==> config.mk <==
export PLATFORM = sky130hd
export DESIGN_NAME = uart_tx_core
export DESIGN_NICKNAME = d
export VERILOG_FILES = /design/src/rtl/uart_tx_core.sv
export SDC_FILE = /design/constraint.sdc
export NUM_CORES = 1
export LEC_CHECK = 0
export BUFFER_PORTS_ARGS = -buffer_cell sky130_fd_sc_hd__buf_4
export CAP_MARGIN = 10
export CORE_MARGIN = 1.5
export CORE_UTILIZATION = 45
export CTS_CLUSTER_SIZE = 10
export DETAILED_ROUTE_END_ITERATION = 10
export HOLD_SLACK_MARGIN = 0.05
export REMOVE_ABC_BUFFERS = 1
export SLEW_MARGIN = 5
export SYNTH_ARGS = -nofsm -noshare
export SYNTH_HDL_FRONTEND = slang
export SYNTH_SLANG_ARGS = --single-unit
==> constraint.sdc <==
create_clock -name clk -period 5.7 [get_ports clk]
set_input_delay 0.285 -clock clk [delete_from_list [all_inputs] [get_ports clk]]
set_output_delay 0.285 -clock clk [all_outputs]
set_load 0.05 [all_outputs]
==> src/rtl/uart_tx_core.sv <==
// UART transmitter: TX FIFO, runtime baud divisor, 1/2 stop bits, frames sent LSB first.
// Optional parity bit generation is built only when UART_TX_PARITY_EN is defined.
module uart_tx_core #(
    parameter int unsigned DATA_W     = 8,
    parameter int unsigned FIFO_DEPTH = 16,
    parameter int unsigned DIV_W      = 16,
    localparam int unsigned AW        = $clog2(FIFO_DEPTH)
) (
    input  logic              clk,
    input  logic              rst,
    input  logic              wr_en,
    input  logic [DATA_W-1:0] wr_data,
    output logic              full,
    output logic              empty,
    output logic [AW:0]       level,
    input  logic [DIV_W-1:0]  cfg_baud_div,
    input  logic [1:0]        cfg_parity,
    input  logic              cfg_stop2,
    input  logic              ovf_clr,
    output logic              txd,
    output logic              busy,
    output logic              tx_done,
    output logic              ovf
);

    localparam int unsigned BW = $clog2(DATA_W + 1);

    typedef enum logic [2:0] {
        S_IDLE   = 3'd0,
        S_START  = 3'd1,
        S_DATA   = 3'd2,
        S_STOP   = 3'd3
`ifdef UART_TX_PARITY_EN
        ,S_PARITY = 3'd4
`endif
    } state_t;

    state_t state, state_n;

    logic [DATA_W-1:0] mem [FIFO_DEPTH];
    logic [AW-1:0]     wptr;
    logic [AW-1:0]     rptr;
    logic [AW:0]       level_n;
    logic [DATA_W-1:0] head;
    logic              push;
    logic              pop;

    logic [DIV_W-1:0]  cnt;
    logic [DIV_W-1:0]  div_q;
    logic [BW-1:0]     bit_cnt;
    logic [DATA_W-1:0] sh;
    logic              stop2_q;
    logic              stop_cnt;
    logic              tick;
    logic              txd_n;
    logic              done_n;

`ifdef UART_TX_PARITY_EN
    logic              par_en_q;
    logic              par_bit_q;
`else
    logic              unused_parity;
    assign unused_parity = ^cfg_parity;
`endif

    // FIFO control: a pop in the same cycle frees the slot for a write when full
    always_comb begin
        push    = wr_en && (!full || pop);
        level_n = level;
        if (push && !pop) begin
            level_n = level + (AW+1)'(1);
        end else if (pop && !push) begin
            level_n = level - (AW+1)'(1);
        end
    end

    assign head = mem[rptr];

    always_ff @(posedge clk) begin
        if (push) begin
            mem[wptr] <= wr_data;
        end
    end

    always_ff @(posedge clk) begin
        if (!rst) begin
            wptr  <= '0;
            rptr  <= '0;
            level <= '0;
            full  <= 1'b0;
            empty <= 1'b1;
            ovf   <= 1'b0;
        end else begin
            if (push) begin
                wptr <= wptr + AW'(1);
            end
            if (pop) begin
                rptr <= rptr + AW'(1);
            end
            level <= level_n;
            full  <= (level_n == (AW+1)'(FIFO_DEPTH));
            empty <= (level_n == '0);
            // a dropped write wins over a simultaneous clear
            if (wr_en && !push) begin
                ovf <= 1'b1;
            end else if (ovf_clr) begin
                ovf <= 1'b0;
            end
        end
    end

    // FSM state register
    always_ff @(posedge clk) begin
        if (!rst) begin
            state <= S_IDLE;
        end else begin
            state <= state_n;
        end
    end

    // FSM next state, pop request and next line level
    always_comb begin
        state_n = state;
        pop     = 1'b0;
        txd_n   = 1'b1;
        done_n  = 1'b0;
        tick    = (cnt == div_q);
        unique case (state)
            S_IDLE: begin
                if (!empty) begin
                    pop     = 1'b1;
                    state_n = S_START;
                end
            end
            S_START: begin
                txd_n = 1'b0;
                if (tick) begin
                    state_n = S_DATA;
                end
            end
            S_DATA: begin
                txd_n = sh[0];
                if (tick && (bit_cnt == BW'(DATA_W - 1))) begin
`ifdef UART_TX_PARITY_EN
                    state_n = par_en_q ? S_PARITY : S_STOP;
`else
                    state_n = S_STOP;
`endif
                end
            end
`ifdef UART_TX_PARITY_EN
            S_PARITY: begin
                txd_n = par_bit_q;
                if (tick) begin
                    state_n = S_STOP;
                end
            end
`endif
            S_STOP: begin
                txd_n = 1'b1;
                if (tick && (stop_cnt || !stop2_q)) begin
                    done_n = 1'b1;
                    if (!empty) begin
                        pop     = 1'b1;
                        state_n = S_START;
                    end else begin
                        state_n = S_IDLE;
                    end
                end
            end
            default: begin
                state_n = S_IDLE;
            end
        endcase
    end

    // Frame datapath: config is latched with the popped word so mid-frame changes are ignored
    always_ff @(posedge clk) begin
        if (!rst) begin
            cnt      <= '0;
            div_q    <= '0;
            bit_cnt  <= '0;
            sh       <= '0;
            stop2_q  <= 1'b0;
            stop_cnt <= 1'b0;
`ifdef UART_TX_PARITY_EN
            par_en_q  <= 1'b0;
            par_bit_q <= 1'b0;
`endif
        end else if (pop) begin
            cnt      <= '0;
            div_q    <= cfg_baud_div;
            bit_cnt  <= '0;
            sh       <= head;
            stop2_q  <= cfg_stop2;
            stop_cnt <= 1'b0;
`ifdef UART_TX_PARITY_EN
            par_en_q  <= ^cfg_parity;
            par_bit_q <= (cfg_parity == 2'b10) ? ^head : ~^head;
`endif
        end else if (state != S_IDLE) begin
            cnt <= tick ? '0 : cnt + DIV_W'(1);
            if (tick && (state == S_DATA)) begin
                sh      <= {1'b0, sh[DATA_W-1:1]};
                bit_cnt <= bit_cnt + BW'(1);
            end
            if (tick && (state == S_STOP)) begin
                stop_cnt <= 1'b1;
            end
        end
    end

    // Line outputs are registered one cycle behind the state
    always_ff @(posedge clk) begin
        if (!rst) begin
            txd     <= 1'b1;
            busy    <= 1'b0;
            tx_done <= 1'b0;
        end else begin
            txd     <= txd_n;
            busy    <= (state != S_IDLE);
            tx_done <= done_n;
        end
    end

endmodule

**Word level (Yosys, flattened, before mapping)**

Memories as Yosys holds them, arrays and structs flattened. A register that Yosys moved wholly into a read port is not among the register bits.
Index checks and enable logic that the tools add are counted.

- Bits in registers: 68
- Latch bits: 0
- Bits in writable memories: 128
- ROM bits: 0
- Bits of input ports: 31
- Output and inout port bits: 11
- Logic and storage cells: 83
- Memories: 1

- Add/sub/neg operators: 6
- Multiply operators: 0
- Divide/modulo/power cells: 0
- Order comparisons: 0
- Eq/ne operators: 10
- Shift-type cells: 0
- Mux-type cells: 23
- Bitwise gates (word level): 1
- Reduce and logical (&&, ||, !) cells: 26

Memories:

| name | depth | width | rd ports | clocked after memory_dff | wr ports | line | source |
|---|---|---|---|---|---|---|---|
| mem | 16 | 8 | 1 | 1 | 1 | 40 | `logic [DATA_W-1:0] mem [FIFO_DEPTH];` |

Operators by type and width:

| operator | count |
|---|---|
| $mux W8 | 3 |
| $add A16 B1 Y16 const B | 1 |
| $eq A16 B16 Y1 | 1 |
| $mux W16 | 1 |
| $add A4 B1 Y4 const B | 3 |
| $mux W3 | 4 |
| $pmux W3 S4 | 1 |
| $mux W5 | 2 |
| $logic_and A1 B1 Y1 | 8 |
| $mux W1 | 8 |
| $mux W4 | 2 |
| $ne A2 B2 Y1 const B | 4 |
| $reduce_and A2 Y1 | 4 |
| $eq A3 B2 Y1 const B | 2 |
| $reduce_bool A2 Y1 | 3 |
| $add A5 B1 Y5 const B | 1 |
| $eq A5 B5 Y1 const B | 1 |
| $logic_not A5 Y1 | 1 |
| $sub A5 B1 Y5 const B | 1 |
| $eq A4 B3 Y1 const B | 1 |
| $logic_not A1 Y1 | 4 |
| $pmux W1 S2 | 2 |
| $reduce_and A4 Y1 | 1 |
| $eq A3 B1 Y1 const B | 1 |
| other kinds (5) | 6 |

**Depth between registers and ports, before layout**

- Depth after elaboration: 12
- Depth in mapped cells: 10

**Worst setup path before layout**

OpenSTA, ideal clock, no wires.

- Kind: reg-to-reg
- Start: register state[0]
- End: memory mem[0][0] (enable)
- Data arrival time: 2.287 ns
- Setup slack: 3.029 ns
- Cell stages (with the launch flop): 8
- Period minus slack after synthesis: 2.671 ns
- Cell sequence: dfxtp_1 > inv_1 > ha_1 > nor3_1 > a21oi_1 > a21boi_2 > nand2_1 > nor3_1

- Cells in the longest elaborated chain, start to end: 6

RTL lines:

| element | line | source |
|---|---|---|
| start: declaration | 38 | `state_t state, state_n;` |
| start signal: assignment | 117 | `state <= state_n;` |
| $eq A3 B2 Y1 / $logic_not A3 Y1 (equally long branches) | 128 | `unique case (state)` |
| $pmux W1 S2 (*) | 128 |  |
| $logic_or A1 B1 Y1 (*) | 68 | `push = wr_en && (!full \|\| pop);` |
| $logic_and A1 B1 Y1 (*) | 68 |  |
| $mux W1 (*) | 80 | `if (push) begin` |
| $mux W1 (not written as such) (*) | 81 | `mem[wptr] <= wr_data;` |
| end: declaration | 40 |  |

Mark *: on every way between the ends. The rest lies on a longest branch, timed or not.

**Final worst setup path**

- Start: register cnt[0]
- End: memory mem[2][3] (enable)

- Cells in the longest elaborated chain, start to end: 8

RTL lines:

| element | line | source |
|---|---|---|
| start: declaration | 48 | `logic [DIV_W-1:0] cnt;` |
| start signal: assignment | 202 | `cnt <= tick ? '0 : cnt + DIV_W'(1);` |
| $eq A16 B16 Y1 | 127 | `tick = (cnt == div_q);` |
| $logic_and A1 B1 Y1 | 161 | `if (tick && (stop_cnt \|\| !stop2_q)) begin` |
| $mux W1 | 161 |  |
| $pmux W1 S2 | 128 |  |
| $logic_or A1 B1 Y1 | 68 |  |
| $logic_and A1 B1 Y1 | 68 |  |
| $mux W1 | 80 |  |
| $mux W1 (not written as such) | 81 |  |

No other way between the ends.

==> out/qor_table.md <==
| Item | This run |
| --- | --- |
| Count of final max-slew check failures | 0 |
| Average instance area after synthesis | 14.1 sq um |
| Share of the core filled with cells | 0.518 |
| List of most frequent post-synthesis cells | 128 x edfxtp_1, 71 x dfxtp_1, 61 x nand2_1, 57 x nor2_1, 40 x mux4_2 |
| Tightest slew margin relative to the limit | 0.438 |
| Critical path endpoint category | flip-flop |
| Cell area after technology mapping | 8210 sq um |
| Lkg Pwr | 3.23 nW |
| Count of nets after finishing | 665 |
| Count of maximum capacitance violations | 0 |
| Total routing resource utilization after global routing | 0.167 |
| Post-DP HPWL | 10200 um |
| Top cell type by total area after synthesis | edfxtp_1 |
| Crit path arrival time | 3.33 ns |
| Category of the worst setup path launch point | flip-flop |
| Final WL | 14900 um |
| Synthesized flop and latch total | 199 |
| Number of ports placed on the die boundary | 42 |
| Placed Cells | 830 |
| Worst clock skew | 0.00872 ns |
| Transition time at the pin with the least slew margin | 0.843 ns |
| Number of iterations in the first detailed-routing pass | 6 |
| Total number of yosys warnings | 0 |
| Non-filler instance count after layout | 863 |
| CTS tree | done |
| Cells after synthesis | 584 |
| R2R Path Start | cnt[0] |
| Total negative slack | 0 ns |
| Routed wire length per instance | 17.3 um |
| Sequential element share of the synthesized area | 0.641 |
| Average via count per standard cell | 5.40 |
| Minimum setup slack among reg-to-reg paths | 2.50 ns |
| Crit path cell chain | xor2_1 > nor4_1 > and4_4 > a21oi_2 > buf_4 > a21boi_2 > nand2_1 > nor3_1 > buf_2 |
| Maximum count of clock buffers along a single path | 2 |
| Worst IR drop on VDD | 0.000302 V |
| Status | completed |
| Peak clock frequency supported by timing | 313 MHz |
| Library cell contributing the largest single delay on the critical path | nor4_1 |
| Area Overhead vs Synth | 13.0% |
| Power Dens Cells | 420 nW/um^2 |
| Skew-Pair Late Insertion Delay | 0.43 ns |
| Clock transition at the registers of the reported paths | 0.07 ns |
| Area of the die | 19100 sq um |
| Routed vias | 4664 |
| Maximum number of pins on one net before global-route repair | 41 |
| Most numerous cell in the Yosys netlist | edfxtp_1 |
| Crit path kind | flip-flop to flip-flop |
| Worst Reg-to-Reg Cells | 9 |
| Synth top area share | 0.468 |
| Area of the core region | 17900 sq um |
| Max stage delay on crit path | 0.44 ns |
| Aggregate global routing overflow | 0 |
| Setup repair after global routing missed its margin | false |
| Number of cell rows | 49 |
| Number of global-route vias before repair | 4806 |
| Final period util | 0.561 |
| Root Buffer | clkbuf_16 |
| Horizontal die dimension | 138 um |
| Initial core utilization | 0.458 |
| Final hold vios | 0 |
| Critical Path Fanout Max | 23 |
| Endpoint of the worst register-to-register path | mem[2][3] |
| Post-CTS setup buffer count | 0 |
| Count of port buffers added during placement | 39 |
| Post-synth top flop | edfxtp_1 |
| PostCTS Resize Cnt | 0 |
| DRC violations left | 0 |
| Number of distinct library cells after synthesis | 53 |
| Filler Cell Count | 1521 |
| Proportion of layout cells with a drive suffix above 1 | 0.205 |
| Worst path required time | 5.83 ns |
| Y dimension of the die | 138 um |
| Count of nets left with antenna violations after detail routing | 0 |
| Capture point of the worst path | mem[2][3] |
| Clock Sink Count | 199 |
| Worst setup path startpoint | cnt[0] |
| Count of H-tree levels built during CTS | 4 |
| DRC marker count from the first detailed-route iteration | 334 |
| Antenna violations before repair | 0 |
| Minimum clock period | 3.20 ns |
| Number of enable flip-flop cells after synthesis | 128 |
| Hold Buf Count CTS | 0 |
| Gp weighted congestion | 0.761 |
| Proportion of synthesized flip-flops having asynchronous set or reset | 0 |
| Worst hold path class | input pin to flip-flop |
| Count of endpoints failing setup in the final report | 0 |
| Clock buffer count from CTS | 17 |
| Wire length of the first global-routing pass | 24900 um |
| Ranking of synthesized cells by area | edfxtp_1 47%, dfxtp_1 17%, mux4_2 11% |
| Number of diodes added for antenna fixing | 0 |
per-layer routing:
metal	share of wire	vias up	routed length, um	global-route usage
met5	0	-	0	0
met4	0.014	0	210	0.0548
met3	0.042	18	629	0.0447
met2	0.51	90	7580	0.282
met1	0.44	2327	6520	0.211
li1	-	2229	-	-
cells in the final DEF (no fill, tap or decap), types with 5 or more instances in the layout:
cell type and count:
a211oi_1 8, a21oi_1 25, and2_1 5, and3_1 7
buf_4 46, clkbuf_16 17, dfxtp_1 69, edfxtp_1 128
ha_1 13, inv_1 15, mux2i_1 12, mux4_2 40
nand2_1 61, nand3_1 9, nor2_1 57, nor3_1 9
xnor2_1 11, xor2_1 29
flip-flops by register name, summed over array words and instances, names as in the netlist, 2 cells and up, named ones only:
register,count
level,5
sh,8
rptr,4
state,2
cnt,16
wptr,4
mem,128
div_q,16
bit_cnt,4
worst min path at each step:
stage               endpoint    start  cells after the start  slack, ns
global placement     stop2_q  stop2_q                      2       0.45
floorplan              empty      rst                      1       0.34
global route           empty      rst                      2       0.07
detailed placement   stop2_q  stop2_q                      2       0.45
CTS                    empty      rst                      2       0.07
finish                 empty      rst                      2       0.09
power breakdown:
part,internal [mW],switching (mW),total [mW]
Clock,0.608,0.528,1.14
Sequential,1.64,0.0923,1.73
Combinational,0.427,0.598,1.03
per-stage QoR:
step                hold WS (ns)  power, mW  area (sq um)  worst slack (ns)
finish                    0.0856       3.90          9280              2.50
global route              0.0747       4.11          9280              2.23
CTS                       0.0733       3.94          9270              2.14
detailed placement         0.454       2.80          8710              2.16
global placement           0.446       2.77          8710              2.20
floorplan                  0.341       2.51          8080              2.47
logic make-up after synthesis:
group	count (synthesis)	synth area share
xor gates and xnor gates	41	0.0447
AOI/OAI and AO/OA	61	0.0488
and+or+nand+nor	174	0.0980
muxes	52	0.124
buffers and inverters	44	0.0229
adders and majority gates	13	0.0198
DFF	199	0.641
cell type report:
type	count	area [sq um]	share of cell area
clock inverter	13	123	0.0132
tap	229	287	0.0309
timing repair buffer	47	350	0.0378
sequential	199	5270	0.568
multi-input combinational	341	2760	0.297
inverter	15	56.3	0.00607
clock buffer	19	433	0.0467
critical path, delay by kind of cell, from the launching register on:
kind / cells / cell delay [ns]
AND/OR/NAND/NOR: 4 / 1.44
buffers and inverters: 2 / 0.52
AO/OA/AOI/OAI: 2 / 0.41
flip-flops: 1 / 0.35
XOR/XNOR: 1 / 0.18
Power figures use the tool's default switching activity.
